File: config.mk
export PLATFORM = sky130hd
export DESIGN_NAME = hazard_scoreboard
export DESIGN_NICKNAME = d
export VERILOG_FILES = /design/src/rtl/hazard_scoreboard.sv
export SDC_FILE = /design/constraint.sdc
export NUM_CORES = 1
export LEC_CHECK = 0
export CAP_MARGIN = 20
export CORE_MARGIN = 3
export CORE_UTILIZATION = 40
export CTS_CLUSTER_SIZE = 8
export DETAILED_ROUTE_END_ITERATION = 10
export GPL_TIMING_DRIVEN = 0
export PLACE_DENSITY = 0.75
export SKIP_CTS_REPAIR_TIMING = 1
export SLEW_MARGIN = 0
export SYNTH_ARGS = -nofsm -noshare
export SYNTH_HDL_FRONTEND = slang
export SYNTH_SLANG_ARGS = --single-unit
File: constraint.sdc
create_clock -name clk -period 3.8 [get_ports clk]
set_clock_uncertainty 0.2 [all_clocks]
set_input_delay 1.14 -clock clk [delete_from_list [all_inputs] [get_ports clk]]
set_output_delay 1.14 -clock clk [all_outputs]
set_load 0.05 [all_outputs]
File: src/rtl/hazard_scoreboard.sv
// Fetch/decode hazard scoreboard: per-register countdown timers, counted control shadow, NOP injection.
// Optional build macro FORWARDING_EN: only loads arm a register timer, with LOAD_USE_DELAY cycles.
module hazard_scoreboard #(
   parameter int          NUM_REGS       = 8,
   parameter int          REG_IDX_W      = 3,
   parameter int          WB_LATENCY     = 3,
   parameter int          LOAD_USE_DELAY = 1,
   parameter int          CTRL_SHADOW    = 4,
   parameter int          STAT_W         = 16,
   parameter logic [15:0] NOP_INST       = 16'h0800
) (
   input  logic                 clk,
   input  logic                 rst,
   input  logic [15:0]          fetch_inst,
   input  logic                 inst_valid,
   input  logic [REG_IDX_W-1:0] src1_idx,
   input  logic                 src1_used,
   input  logic [REG_IDX_W-1:0] src2_idx,
   input  logic                 src2_used,
   input  logic [REG_IDX_W-1:0] dst_idx,
   input  logic                 dst_wr,
   input  logic                 is_load,
   input  logic                 is_ctrl,
   input  logic                 ctrl_resolve,
   output logic [15:0]          next_inst,
   output logic                 pc_stall,
   output logic                 issue,
   output logic [NUM_REGS-1:0]  busy_vec,
   output logic [STAT_W-1:0]    stall_cnt
);

   localparam int TMAX = (WB_LATENCY > LOAD_USE_DELAY) ? WB_LATENCY : LOAD_USE_DELAY;
   localparam int TW   = (TMAX > 0) ? $clog2(TMAX + 1) : 1;
   localparam int SW   = (CTRL_SHADOW > 0) ? $clog2(CTRL_SHADOW + 1) : 1;

   logic [TW-1:0]     timer_q [NUM_REGS];
   logic [TW-1:0]     timer_d [NUM_REGS];
   logic [SW-1:0]     shadow_q, shadow_d;
   logic [STAT_W-1:0] stall_cnt_q, stall_cnt_d;

   logic          data_haz, ctrl_haz;
   logic          load_en;
   logic [TW-1:0] load_val;

   assign data_haz = (src1_used && (timer_q[src1_idx] != '0)) ||
                     (src2_used && (timer_q[src2_idx] != '0));
   assign ctrl_haz = (shadow_q != '0);

   assign issue     = inst_valid && !rst && !data_haz && !ctrl_haz;
   assign pc_stall  = inst_valid && !rst && (data_haz || ctrl_haz);
   assign next_inst = issue ? fetch_inst : NOP_INST;
   assign stall_cnt = stall_cnt_q;

`ifdef FORWARDING_EN
   // ALU results are bypassed; only load results need a use delay.
   assign load_en  = issue && dst_wr && is_load;
   assign load_val = TW'(LOAD_USE_DELAY);
`else
   assign load_en  = issue && dst_wr;
   assign load_val = TW'(WB_LATENCY);
`endif

   always_comb begin
      for (int r = 0; r < NUM_REGS; r++) begin
         busy_vec[r] = (timer_q[r] != '0);
         timer_d[r]  = timer_q[r];
         if (load_en && (dst_idx == REG_IDX_W'(r))) begin
            timer_d[r] = load_val;
         end else if (timer_q[r] != '0) begin
            timer_d[r] = timer_q[r] - TW'(1);
         end
      end
   end

   // A new control issue wins over an early resolve in the same cycle.
   always_comb begin
      shadow_d = shadow_q;
      if (issue && is_ctrl) begin
         shadow_d = SW'(CTRL_SHADOW);
      end else if (ctrl_resolve) begin
         shadow_d = '0;
      end else if (shadow_q != '0) begin
         shadow_d = shadow_q - SW'(1);
      end
   end

   always_comb begin
      stall_cnt_d = stall_cnt_q;
      if (pc_stall && (stall_cnt_q != '1)) begin
         stall_cnt_d = stall_cnt_q + STAT_W'(1);
      end
   end

   always_ff @(posedge clk) begin
      if (rst) begin
         for (int r = 0; r < NUM_REGS; r++) begin
            timer_q[r] <= '0;
         end
         shadow_q    <= '0;
         stall_cnt_q <= '0;
      end else begin
         for (int r = 0; r < NUM_REGS; r++) begin
            timer_q[r] <= timer_d[r];
         end
         shadow_q    <= shadow_d;
         stall_cnt_q <= stall_cnt_d;
      end
   end

endmodule

==> run metrics <==
CTS H-tree depth 2; io pins 76; post-layout min period 4.27 ns; hpwl dp 4690 µm; Hold WS around 0.32 ns; Cell Area, Synth 0.00222 mm²; Reg2Reg Setup Slack 0.94 ns; violated checks negative setup slack; worst slew pin tran 0.516 ns; DR iter-0 viols 98; Inserted Clock Buffers 5; met1 GRT Util 0.256; die height 80.5 µm; reg2reg end stall_cnt[7]$_SDFFE_PP0P_; worst r2r src timer_q[0][0]$_SDFFE_PP0P_; fill cell count 439; detailed-route wire length just over 6000 µm; worst skew pair latency approximately 0.30 ns; via count 2265; Placer Congestion 0.781; Syn Area/Cell between 8 and 9 µm²; total chip power about 2000 µW; Worst EP arrival 2.93 ns; fin. max-slew vios 0; f_max between 200 and 250 MHz; run status finished, violations left; Core Region 0.00524 mm²; # setup viols final 18; max_cap viols 0; yosys warns 0; Max-slew headroom 0.655; Max FO, Critical Path 6; Top Usage Layer GRT met2; Via density 5.27; Hold WC Path Type flop to flop; final-report hold violation count 0; post-place instance area 0.00314 mm²; first-pass GRT wire length 9910 µm; commonest non-fill, non-tap cells in the layout clkdlybuf4s50_1 (50), dfxtp_1 (35), inv_1 (32), a21oi_1 (21), nor2_1 (19); Seq/Total Area, Yosys 0.316; Distinct cells, synth 45; CTS tree built; vias in the first global route 2111; worst setup margin -0.474 ns; nets between 400 and 500; Die Width 80.5 µm; FF+latch count, synth 35; antenna violations before repair 0; Detail Route Antenna Nets 0; Synth top area share 0.316; CTS sink count 35; Synth area leader dfxtp_1; Cells after Synth about 270; Critical Path RT between 2 and 2.5 ns; VDD IR max 443 µV; largest cells by area after synthesis dfxtp_1 (32%), ha_1 (6.8%), and2_1 (5.6%); R2R cell count 9; DR pass1 iterations 4; Power per Cell Area 578 mW/mm²; final instance area 0.00350 mm²; Total Die Area 0.00648 mm²; GRT Overall Usage 0.198; crit start category primary input; critical path endpoint next_inst[10]; Buffers on Ports 73; Overflow after GRT 0; CP startpoint src2_idx[2]; Initial Util 0.424; largest buffer count on any clock path 2; Tcrit/Tclk final 1.12; commonest non-fill, non-tap cell in the layout clkdlybuf4s50_1; crit path capture type output port; largest net degree at the start of global routing 13; syn nets 313; met3 Use GR 0.0381; Rows 26; RSZ-0062 raised after global routing yes; wire length per cell 14.5 µm; n_diodes 0; clock root buffer master clkbuf_8; clk slew on worst S/H paths 0.08 ns; Leak around 0.0014 µW; layout cells sized above 1 0.233; GRT met2 Usage 0.330; synthesis-to-finish area growth 57.7%; DRC violations left 0; Worst Path Class, Setup primary input to output port
[per-layer routing]
metal / part of all wire / up-vias / wire length [µm]
li1: - / 1119 / -
met1: 0.43 / 1091 / 2700
met2: 0.52 / 48 / 3220
met3: 0.036 / 7 / 223
met4: 0.013 / 0 / 82
met5: 0 / - / 0
[final cells by class]
class / count / area (µm²) / area share
repair buffers: 87 / 943 / 0.269
inverters: 32 / 120 / 0.0343
plain buffers: 9 / 72.6 / 0.0207
clock buffers: 5 / 68.8 / 0.0197
well taps: 70 / 87.6 / 0.0250
multi-input cells: 189 / 1460 / 0.418
flip-flops and latches: 35 / 701 / 0.200
clock inverters: 3 / 43.8 / 0.0125
[worst max-delay path, cell delays in order]
cell,delay [ns]
clkdlybuf4s50_1,0.48
mux4_2,0.36
a211oi_4,0.49
buf_6,0.18
and2_4,0.14
buf_8,0.14
[logic make-up (layout without fill, tap and decap cells)]
| logic type | count (synthesis) | after routing | synth area share |
|---|---|---|---|
| simple gates | 102 | 102 | 0.255 |
| compound gates | 50 | 50 | 0.157 |
| buf+inv | 43 | 136 | 0.0784 |
| flops | 35 | 35 | 0.316 |
| mux | 16 | 16 | 0.0908 |
| fa+ha+maj | 12 | 12 | 0.0676 |
| xor+xnor | 9 | 9 | 0.0355 |
[synth_stat cells]
master,count
a2111oi_0,1
a2111oi_1,1
a211oi_2,1
a21o_1,1
a21oi_1,21
a21oi_4,1
a31oi_1,2
and2_1,20
and3_1,4
buf_2,4
buf_6,1
clkbuf_1,6
dfxtp_1,35
ha_1,12
inv_1,32
mux2_1,4
mux2_2,6
mux2i_1,4
mux4_1,1
mux4_2,1
nand2_1,10
nand2b_1,2
nand3_1,11
nand4_1,4
nor2_1,20
nor2b_1,7
nor3_1,8
nor3b_1,1
nor4_1,2
nor4_2,1
nor4b_1,2
o21a_1,1
o21ai_0,7
o21ai_1,2
o221ai_4,1
o311ai_0,1
o311ai_1,2
o31ai_1,6
o41ai_1,1
o41ai_2,1
or3_1,3
or4_1,6
or4b_4,1
xnor2_1,3
xor2_1,6
[per-stage QoR]
step / utilization / instances / setup TNS [ns] / worst slack (ns)
floorplan: - / 267 / -2.88 / -0.203
global placement: 0.599 / 410 / -26.82 / -1.52
detailed placement: 0.599 / 410 / -27.91 / -1.57
CTS: 0.620 / 418 / -27.73 / -1.57
global route: 0.668 / 430 / -8.97 / -0.543
finish: 0.668 / 430 / -7.82 / -0.474
[state kept, by name (all words and copies together) (netlist names)]
register / flops
shadow_q: 3
stall_cnt: 16
timer_q: 16
[how the worst min path moves through the flow]
stage                                from                          to  depth (start not counted)  slack (ns)
6_report       stall_cnt[13]$_SDFFE_PP0P_  stall_cnt[13]$_SDFFE_PP0P_                          2        0.32
4_1_cts        stall_cnt[13]$_SDFFE_PP0P_  stall_cnt[13]$_SDFFE_PP0P_                          2        0.31
2_1_floorplan    shadow_q[1]$_SDFFE_PP0P_    shadow_q[1]$_SDFFE_PP0P_                          2        0.30
3_3_place_gp   stall_cnt[14]$_SDFFE_PP0P_  stall_cnt[14]$_SDFFE_PP0P_                          2        0.29
5_1_grt        stall_cnt[10]$_SDFFE_PP0P_  stall_cnt[10]$_SDFFE_PP0P_                          2        0.35
3_5_place_dp   stall_cnt[13]$_SDFFE_PP0P_  stall_cnt[13]$_SDFFE_PP0P_                          2        0.30
[where the power goes]
group / leakage [µW] / total [µW] / internal, µW / switching, µW
sequential: 0.000286 / 512 / 438 / 73.5
clock: 0.0000581 / 345 / 195 / 150
combinational: 0.00110 / 1170 / 525 / 644
total: 0.00145 / 2030 / 1160 / 867
Power figures use the tool's default switching activity.
